--- src/rtl/multicycle_controller.sv ---
// Moore-style control FSM for a multi-cycle RV32I datapath.
// One memory port and one ALU are shared across instruction phases. Every
// output is decoded from the state register, plus zero/sign in BRANCH,
// f3/f7 for the ALU operation, and opc for IMMsrc.
// MEM_WAIT extra cycles are spent in FETCH and in MEMREAD.
module multicycle_controller #(
  parameter int unsigned MEM_WAIT = 0
) (
  input  logic       clk,
  input  logic       rst,
  input  logic       zero,
  input  logic       sign,
  input  logic [2:0] f3,
  input  logic [6:0] f7,
  input  logic [6:0] opc,
  output logic       PCwrite,
  output logic       adrsrc,
  output logic       memwrite,
  output logic       IRwrite,
  output logic       regwrite,
  output logic [1:0] resultsrc,
  output logic [1:0] ALUsrcA,
  output logic [1:0] ALUsrcB,
  output logic [2:0] ALUcontrol,
  output logic [2:0] IMMsrc,
  output logic [3:0] state
);

  typedef enum logic [3:0] {
    S_FETCH    = 4'd0,
    S_DECODE   = 4'd1,
    S_MEMADR   = 4'd2,
    S_MEMREAD  = 4'd3,
    S_MEMWB    = 4'd4,
    S_MEMWRITE = 4'd5,
    S_EXECR    = 4'd6,
    S_EXECI    = 4'd7,
    S_ALUWB    = 4'd8,
    S_BRANCH   = 4'd9,
    S_JAL      = 4'd10,
    S_JALR     = 4'd11,
    S_JALRPC   = 4'd12,
    S_LINKWB   = 4'd13,
    S_LUI      = 4'd14,
    S_UNUSED   = 4'd15
  } state_t;

  localparam logic [6:0] OPC_R    = 7'b0110011;
  localparam logic [6:0] OPC_I    = 7'b0010011;
  localparam logic [6:0] OPC_LW   = 7'b0000011;
  localparam logic [6:0] OPC_SW   = 7'b0100011;
  localparam logic [6:0] OPC_BR   = 7'b1100011;
  localparam logic [6:0] OPC_JAL  = 7'b1101111;
  localparam logic [6:0] OPC_JALR = 7'b1100111;
  localparam logic [6:0] OPC_LUI  = 7'b0110111;

  localparam logic [3:0] MEM_WAIT_C = 4'(MEM_WAIT);

  state_t     state_r, state_nxt_s;
  logic [3:0] cnt_r, cnt_nxt_s;
  logic       unused_f7_s;

  // Only f7[5] takes part in decode (sub vs add).
  assign unused_f7_s = ^{f7[6], f7[4:0]};

  // ALU operation for EXECR/EXECI; sub is only valid for R-type.
  function automatic logic [2:0] alu_dec(input logic [2:0] fn3,
                                         input logic is_r,
                                         input logic f7b5);
    logic [2:0] op;
    case (fn3)
      3'b000:  op = (is_r && f7b5) ? 3'b001 : 3'b000;
      3'b111:  op = 3'b010;
      3'b110:  op = 3'b011;
      3'b010:  op = 3'b100;
      3'b100:  op = 3'b101;
      default: op = 3'b000;
    endcase
    return op;
  endfunction

  // Immediate format, chosen by opcode alone.
  function automatic logic [2:0] imm_dec(input logic [6:0] op_code);
    logic [2:0] im;
    case (op_code)
      OPC_LW, OPC_JALR, OPC_I: im = 3'b000;
      OPC_SW:                  im = 3'b001;
      OPC_BR:                  im = 3'b010;
      OPC_JAL:                 im = 3'b011;
      OPC_LUI:                 im = 3'b100;
      default:                 im = 3'b000;
    endcase
    return im;
  endfunction

  // Branch decision from f3 and the flags of A - B.
  function automatic logic br_take(input logic [2:0] fn3,
                                   input logic z, input logic s);
    logic tk;
    case (fn3)
      3'b000:  tk = z;
      3'b001:  tk = ~z;
      3'b100:  tk = s;
      3'b101:  tk = ~s;
      default: tk = 1'b0;
    endcase
    return tk;
  endfunction

  // State register and shared memory-wait counter.
  always_ff @(posedge clk) begin
    if (rst) begin
      state_r <= S_FETCH;
      cnt_r   <= 4'd0;
    end else begin
      state_r <= state_nxt_s;
      cnt_r   <= cnt_nxt_s;
    end
  end

  // Next-state and Moore output decode; write enables are gated off in reset.
  always_comb begin
    state_nxt_s = S_FETCH;
    cnt_nxt_s   = 4'd0;
    PCwrite     = 1'b0;
    adrsrc      = 1'b0;
    memwrite    = 1'b0;
    IRwrite     = 1'b0;
    regwrite    = 1'b0;
    resultsrc   = 2'b00;
    ALUsrcA     = 2'b00;
    ALUsrcB     = 2'b00;
    ALUcontrol  = 3'b000;
    IMMsrc      = imm_dec(opc);
    case (state_r)
      S_FETCH: begin
        adrsrc    = 1'b0;
        ALUsrcA   = 2'b00;
        ALUsrcB   = 2'b10;
        resultsrc = 2'b10;
        if (cnt_r != MEM_WAIT_C) begin
          cnt_nxt_s   = cnt_r + 4'd1;
          state_nxt_s = S_FETCH;
        end else begin
          IRwrite     = 1'b1;
          PCwrite     = 1'b1;
          cnt_nxt_s   = 4'd0;
          state_nxt_s = S_DECODE;
        end
      end
      S_DECODE: begin
        ALUsrcA = 2'b01;
        ALUsrcB = 2'b01;
        case (opc)
          OPC_R:          state_nxt_s = S_EXECR;
          OPC_I:          state_nxt_s = S_EXECI;
          OPC_LW, OPC_SW: state_nxt_s = S_MEMADR;
          OPC_BR:         state_nxt_s = S_BRANCH;
          OPC_JAL:        state_nxt_s = S_JAL;
          OPC_JALR:       state_nxt_s = S_JALR;
          OPC_LUI:        state_nxt_s = S_LUI;
          default:        state_nxt_s = S_FETCH;
        endcase
      end
      S_MEMADR: begin
        ALUsrcA = 2'b10;
        ALUsrcB = 2'b01;
        if (opc == OPC_LW) begin
          state_nxt_s = S_MEMREAD;
        end else if (opc == OPC_SW) begin
          state_nxt_s = S_MEMWRITE;
        end else begin
          state_nxt_s = S_FETCH;
        end
      end
      S_MEMREAD: begin
        adrsrc = 1'b1;
        if (cnt_r != MEM_WAIT_C) begin
          cnt_nxt_s   = cnt_r + 4'd1;
          state_nxt_s = S_MEMREAD;
        end else begin
          cnt_nxt_s   = 4'd0;
          state_nxt_s = S_MEMWB;
        end
      end
      S_MEMWB: begin
        resultsrc = 2'b01;
        regwrite  = 1'b1;
      end
      S_MEMWRITE: begin
        adrsrc   = 1'b1;
        memwrite = 1'b1;
      end
      S_EXECR: begin
        ALUsrcA     = 2'b10;
        ALUsrcB     = 2'b00;
        ALUcontrol  = alu_dec(f3, 1'b1, f7[5]);
        state_nxt_s = S_ALUWB;
      end
      S_EXECI: begin
        ALUsrcA     = 2'b10;
        ALUsrcB     = 2'b01;
        ALUcontrol  = alu_dec(f3, 1'b0, f7[5]);
        state_nxt_s = S_ALUWB;
      end
      S_ALUWB: begin
        regwrite = 1'b1;
      end
      S_BRANCH: begin
        ALUsrcA    = 2'b10;
        ALUsrcB    = 2'b00;
        ALUcontrol = 3'b001;
        PCwrite    = br_take(f3, zero, sign);
      end
      S_JAL: begin
        PCwrite     = 1'b1;
        ALUsrcA     = 2'b01;
        ALUsrcB     = 2'b10;
        state_nxt_s = S_LINKWB;
      end
      S_JALR: begin
        ALUsrcA     = 2'b10;
        ALUsrcB     = 2'b01;
        state_nxt_s = S_JALRPC;
      end
      S_JALRPC: begin
        PCwrite     = 1'b1;
        ALUsrcA     = 2'b01;
        ALUsrcB     = 2'b10;
        state_nxt_s = S_LINKWB;
      end
      S_LINKWB: begin
        regwrite = 1'b1;
      end
      S_LUI: begin
        resultsrc = 2'b11;
        regwrite  = 1'b1;
      end
      default: begin
        state_nxt_s = S_FETCH;
      end
    endcase
    if (rst) begin
      PCwrite  = 1'b0;
      IRwrite  = 1'b0;
      memwrite = 1'b0;
      regwrite = 1'b0;
    end else begin
      PCwrite  = PCwrite;
      IRwrite  = IRwrite;
      memwrite = memwrite;
      regwrite = regwrite;
    end
  end

  assign state = state_r;

endmodule

--- config.mk ---
export PLATFORM = sky130hd
export DESIGN_NAME = multicycle_controller
export DESIGN_NICKNAME = d
export VERILOG_FILES = /design/src/rtl/multicycle_controller.sv
export SDC_FILE = /design/constraint.sdc
export NUM_CORES = 1
export LEC_CHECK = 0
export ABC_CLOCK_PERIOD_IN_PS = 2000
export CAP_MARGIN = 20
export CORE_MARGIN = 2
export CORE_UTILIZATION = 40
export CTS_CLUSTER_DIAMETER = 30
export DETAILED_ROUTE_END_ITERATION = 7
export PLACE_DENSITY_LB_ADDON = 0.3
export SLEW_MARGIN = 20
export SYNTH_ARGS = -nofsm -noshare
export SYNTH_HDL_FRONTEND = slang
export SYNTH_SLANG_ARGS = --single-unit
--- constraint.sdc ---
create_clock -name clk -period 2 [get_ports clk]
set_clock_uncertainty 0.2 [all_clocks]
set_input_delay 0.2 -clock clk [delete_from_list [all_inputs] [get_ports clk]]
set_output_delay 0.2 -clock clk [all_outputs]
set_load 0.03 [all_outputs]
==> impl_metrics.toml, run 1 <==
[run_status]
status = "finished with violations"
violations = "negative setup slack"

[timing]
worstMarginPinSlew_ps = 379
fin_ws_ps = -126
min_period_ps = 2130
clock.fmax_mhz = 470
drv_slew = 0
hold_viol = 0
slew-limit-headroom_pct = 74.5
post-route-period-util_pct = 106
finalSetupViolCount = 2
rsz0062_at_grt = "true"

[floorplanning]
num_rows = 16
start_util_pct = 42.9
die_w_um = 50.1
die_area_um2 = 2510
die_height_um = 50.1
pin_count = 42
core_area_um2 = 1980

[drt]
vias = 1251
wire_per_inst_um = 17.1
drt_pass1_iterations = 4
route.detailed.drc = 0
ant_nets = 0
wl_mm = 3.66
drt_iter0_drc = 23
vias_per_cell = 5.85

[power]
seqPwrFrac_pct = 32.1
finalPower_mw = 0.512
pwr-share-clk_pct = 24.2
ir_drop_mv = 0.314
p_per_area_nw_per_um2 = 313
p_switching_mw = 0.176
p_comb_share_pct = 43.7
internal_power_mw = 0.336
leakage_nw = 0.668
swShare_pct = 34.4

[global_route]
grt_usage_pct = 25.6
grt_pass1_wl_mm = 4.89
antenna_found_initial = 0
gr-total-overflow = 0
grt_pass1_vias = 1132
grt_max_degree = 15

[cells_and_area]
diodes = 0
fill_cells = 120
finalNetCount = 212
design_area_um2 = 1630
layout-drive-gt1-share_pct = 48.7
area_delta_synth_final_pct = 92.1

[synth]
synth-edff-count = 0
synth_seq_area_share_pct = 18.8
synth_fp_nets = 144
ys_types = 41
synthArstFlopShare_pct = 0
avgSynthCellArea_um2 = 7.03
syn_area_um2 = 851
ys_ff_latch = 8
synth_top_flop_cell = "dfxtp_1"
synth_warnings = 0
synthCells = 121

[setup_path]
startpoint_type = "register"
path_class = "reg2out"
reg2reg_from = "cnt_r[0]"
crit_start = "state[2]"
cp_max_fo = 8
crit_arrival_ps = 1730
critPathMaxStageDelay_ps = 380
crit_slowest_cell = "or3_4"
setup.worst_path.end_class = "output pin"
required_ps = 1600
cp_common_cell = "buf_6"
crit_chain = "buf_6, buf_4, or3_4, nor4_4, buf_6"

[clock_tree]
clockRootBuffer = "clkbuf_4"
clk_path_buf_depth = 2
clk_pin_slew_worst_paths_ps = 50
clk_latency_ps = 260
cts_buffers = 3
cts_tree = "built"
cts_sinks = 8
htree_levels = 1

[placement]
io_buffers = 35
hpwl_mm = 2.28
placed_area_um2 = 1420
post-place-ws_ps = -169
place_congestion = 0.873

[worst_hold_path]
min_from = "cnt_r[0]"
hold_class = "reg2reg"

[flow_run]
max-cap-violations = 0
[path summary, 6_finish.rpt]
kind,endpoint,slack (ps),depth (start not counted)
max,IRwrite,-130,5
min,cnt_r[0],320,2
max reg2reg,state[2],10,8
min reg2reg,cnt_r[0],320,2
[state kept, by name, indices dropped and copies added (netlist names)]
| register | flops |
|---|---|
| cnt_r | 4 |
| state | 4 |
[timing repair]
action | in CTS | in global routing
resized for setup | 28 | 17
setup endpoints to repair | 5 | 8
setup buffers | 4 | 5
pin swaps | 6 | 6
hold buffers | 0 | 0
[Yosys cell counts (all sizes together), types with 2 or more instances]
| cell type | number | area share, % |
|---|---|---|
| clkbuf | 2 | 0.88 |
| inv | 7 | 3.1 |
| nand3b | 2 | 1.8 |
| o21ai | 5 | 2.9 |
| nor2 | 15 | 6.6 |
| nand3 | 5 | 2.9 |
| or3 | 5 | 3.8 |
| a41oi | 2 | 3.8 |
| nor4 | 3 | 2.2 |
| o32ai | 2 | 2.1 |
| a31oi | 2 | 1.5 |
| dfxtp | 8 | 19 |
| xnor2 | 3 | 3.1 |
| a21oi | 8 | 4.7 |
| or2 | 2 | 1.5 |
| ha | 2 | 2.9 |
| nor3 | 3 | 1.8 |
| or4 | 3 | 3.1 |
| a211o | 2 | 2.1 |
| a21o | 2 | 1.8 |
| nand2b | 3 | 2.2 |
| xor2 | 5 | 5.1 |
| buf | 5 | 4.0 |
| nand2 | 12 | 5.3 |
[area by class of cell]
type / count / area [um2] / share of cell area [%]
well taps: 27 / 33.8 / 2.07
inverters: 7 / 26.3 / 1.61
flip-flops and latches: 8 / 175 / 10.7
repair buffers: 70 / 617 / 37.7
multi-input cells: 99 / 759 / 46.5
clock buffers: 3 / 22.5 / 1.38
[kinds of logic (layout without fill, tap and decap cells)]
family	count (synthesis)	count (layout)	share of synthesized area (%)
mux	1	1	1.18
compound gates	27	27	22.4
simple gates	61	61	38.5
buf+inv	14	80	7.94
flops	8	8	18.8
xor+xnor	8	8	8.24
fa+ha+maj	2	2	2.94
[routing by layer]
metal / GRT usage (%) / vias to the layer above / part of all wire [%] / wire, um
li1: - / 571 / - / -
met3: 5.15 / 24 / 6.9 / 252
met1: 25.9 / 569 / 38 / 1380
met4: 12.0 / 0 / 5.2 / 191
met2: 48.7 / 87 / 50 / 1840
met5: 0 / - / 0 / 0
[stage by stage]
| step | TNS (ps) | hold WS (ps) | util (%) | std cells |
|---|---|---|---|---|
| 2_1_floorplan | -35.0 | 69.4 | - | 121 |
| 3_3_place_gp | -218 | 297 | 71.4 | 202 |
| 3_5_place_dp | -319 | 304 | 71.4 | 202 |
| 4_1_cts | -71.8 | 313 | 77.8 | 209 |
| 5_1_grt | -567 | 336 | 82.4 | 214 |
| 6_report | -216 | 322 | 82.4 | 214 |
[worst max-delay path: cells and delay by family, from the launching register on]
kind                   cells  cell delay (ps)
and+or+nand+nor            2              660
buffers and inverters      3              440
DFF                        1              360
[layout by cell type (no fill, tap or decap), types with 3 or more instances in the layout]
| cell | n |
|---|---|
| clkbuf_4 | 3 |
| xnor2_1 | 3 |
| buf_4 | 40 |
| xor2_1 | 5 |
| buf_6 | 10 |
| dfxtp_4 | 3 |
| nand2_1 | 12 |
| dfxtp_2 | 3 |
| clkdlybuf4s50_1 | 17 |
| inv_1 | 5 |
| nor2_1 | 14 |
| o21ai_0 | 3 |
| nand3_1 | 5 |
| a21oi_1 | 6 |
[power groups by stage]
| stage | combinational (mW) | clock [mW] | sequential (mW) |
|---|---|---|---|
| 2_1_floorplan | 0.0899 | 0 | 0.172 |
| 4_1_cts | 0.204 | 0.124 | 0.164 |
| 6_report | 0.224 | 0.124 | 0.164 |
| 3_3_place_gp | 0.190 | 0 | 0.169 |
| 3_5_place_dp | 0.195 | 0 | 0.168 |
| 5_1_grt | 0.235 | 0.141 | 0.164 |
(Power assumes the default switching activity.)
==> run 2, diff against run 1 <==
CELL_PAD_IN_SITES_DETAIL_PLACEMENT = 1   (was unset)
CELL_PAD_IN_SITES_GLOBAL_PLACEMENT = 2   (was unset)
CORE_ASPECT_RATIO = 0.5   (was unset)
CORE_UTILIZATION = 20   (was 40)
==> run 2 against run 1 <==
Effect of this change:
- the flow still finishes with violations (negative setup slack)
- register-to-register slack better by 100 ps
- fmax is 3.6% higher
- hold slack worse by 2.8 ps
- worst setup slack better by 73 ps
- die area is 92% higher
- sequential cell count stayed put
- clock power is 56% higher
- sequential share of layout area is 0.20 points lower
- cell count is 10% higher
- total power is 11% higher
- critical endpoint is now PCwrite
==> impl_metrics.toml, run 2 (synthesis gave the netlist of run 1 again) <==
[timing]
rsz0062_at_grt = "true"
drv_slew = 0
fin_ws_ps = -52.3
slew-limit-headroom_pct = 79.5
worstMarginPinSlew_ps = 306
post-route-period-util_pct = 103
fin_setup_tns_ps = -52.3
clock.fmax_mhz = 487
hold_viol = 0
finalSetupViolCount = 1
min_period_ps = 2050

[drt]
vias = 1078
vias_per_cell = 4.57
route.detailed.drc = 0
wire_per_inst_um = 13.3
drt_iter0_drc = 41
wl_mm = 3.15
drt_pass1_iterations = 4
ant_nets = 0

[power]
seqPwrFrac_pct = 29.5
leakage_nw = 0.639
finalPower_mw = 0.570
p_comb_share_pct = 36.6
pwr-share-clk_pct = 33.9
ir_drop_mv = 0.234
p_switching_mw = 0.174
internal_power_mw = 0.397
p_per_area_nw_per_um2 = 358
swShare_pct = 30.5

[cells_and_area]
layout_common_cells = "40 x buf_4, 17 x clkdlybuf4s50_1, 15 x nor2_1"
final_common_cell = "buf_4"
layout-drive-gt1-share_pct = 45.1
finalNetCount = 207
diodes = 0
finalNonFillerCells = 236
fill_cells = 485
area_delta_synth_final_pct = 87.4

[clock_tree]
cts_sinks = 8
cts_buffers = 3
postCtsHoldBufs = 0
clk_path_buf_depth = 2
cts_tree = "built"
htree_levels = 1
clk_pin_slew_worst_paths_ps = 40
clk_latency_ps = 230
clockRootBuffer = "clkbuf_8"

[placement]
hpwl_mm = 2.53
io_buffers = 35
place_congestion = 0.768
placedCellCount = 232

[floorplanning]
num_rows = 16
die_area_um2 = 4820
start_util_pct = 21.4
pin_count = 42
die_w_um = 96.2
die_height_um = 50.1
core_area_um2 = 3980

[global_route]
grt_pass1_wl_mm = 5.33
grt_max_degree = 14
antenna_found_initial = 0
grt_usage_pct = 14.2
gr-total-overflow = 0
grt_pass1_vias = 1102

[setup_path]
required_ps = 1600
regToRegSetupSlack_ps = 110
path_class = "reg2out"
startpoint_type = "register"
cp_max_fo = 13
crit_arrival_ps = 1650
setup.worst_path.end_class = "output pin"

[run_status]
status = "finished with violations"
violations = "negative setup slack"

[flow_run]
max-cap-violations = 0

[worst_hold_path]
hold_class = "reg2reg"
[run 2: cell types whose count changed in the layout (fill, tap and decap cells not counted), sizes merged]
cell,delta
buf,-5
[run 2: power by group through the flow]
| stage | clock [mW] | combinational, mW | sequential (mW) |
|---|---|---|---|
| 6_report | 0.193 | 0.209 | 0.169 |
| 5_1_grt | 0.215 | 0.226 | 0.169 |
| 3_5_place_dp | 0 | 0.202 | 0.170 |
| 2_1_floorplan | 0 | 0.0899 | 0.172 |
| 3_3_place_gp | 0 | 0.201 | 0.170 |
| 4_1_cts | 0.201 | 0.205 | 0.167 |
[run 2: worst max-delay path, cell delays in order, from the launching register on]
cell and delay [ps]:
dfxtp_2 330, buf_6 150, nand2b_4 150, or4_4 490
a21oi_4 160, buf_6 140
[run 2: final cells by class]
cell class	count	area, um2	share of cell area (%)
clock buffers	3	41.3	2.59
inverters	7	26.3	1.65
multi-input cells	99	739	46.4
flip-flops and latches	8	168	10.5
well taps	54	67.6	4.24
repair buffers	65	552	34.6
[run 2: per-stage QoR]
stage	worst slack, ps	util, %	instance area (um2)	hold WS [ps]
2_1_floorplan	-16.7	-	917	69.4
3_3_place_gp	-112	36.9	1470	297
3_5_place_dp	-137	36.9	1470	315
4_1_cts	-55.7	38.7	1540	332
5_1_grt	-118	40.0	1590	342
6_report	-52.3	40.0	1590	319
[run 2: final timing paths]
path | to | depth (start not counted) | from
worst max-delay path | PCwrite | 5 | state[2]
worst min-delay path | cnt_r[0] | 2 | cnt_r[0]
worst max register to register | state[2] | 8 | cnt_r[1]
worst min register to register | cnt_r[0] | 2 | cnt_r[0]
[run 2: repair_timing]
action / CTS / global route
setup endpoints to repair: 3 / 8
gates cloned: 0 / 0
pin swaps: 1 / 5
buffers inserted: 0 / 1
gates resized for setup: 13 / 16
[run 2: metal layers]
| layer | vias up | global-route usage, % | part of all wire (%) |
|---|---|---|---|
| met1 | 502 | 20.6 | 52 |
| met2 | 15 | 21.5 | 44 |
| met4 | 0 | 2.86 | 0.45 |
| met3 | 2 | 2.75 | 3.1 |
| li1 | 559 | - | - |
| met5 | - | 0 | 0 |
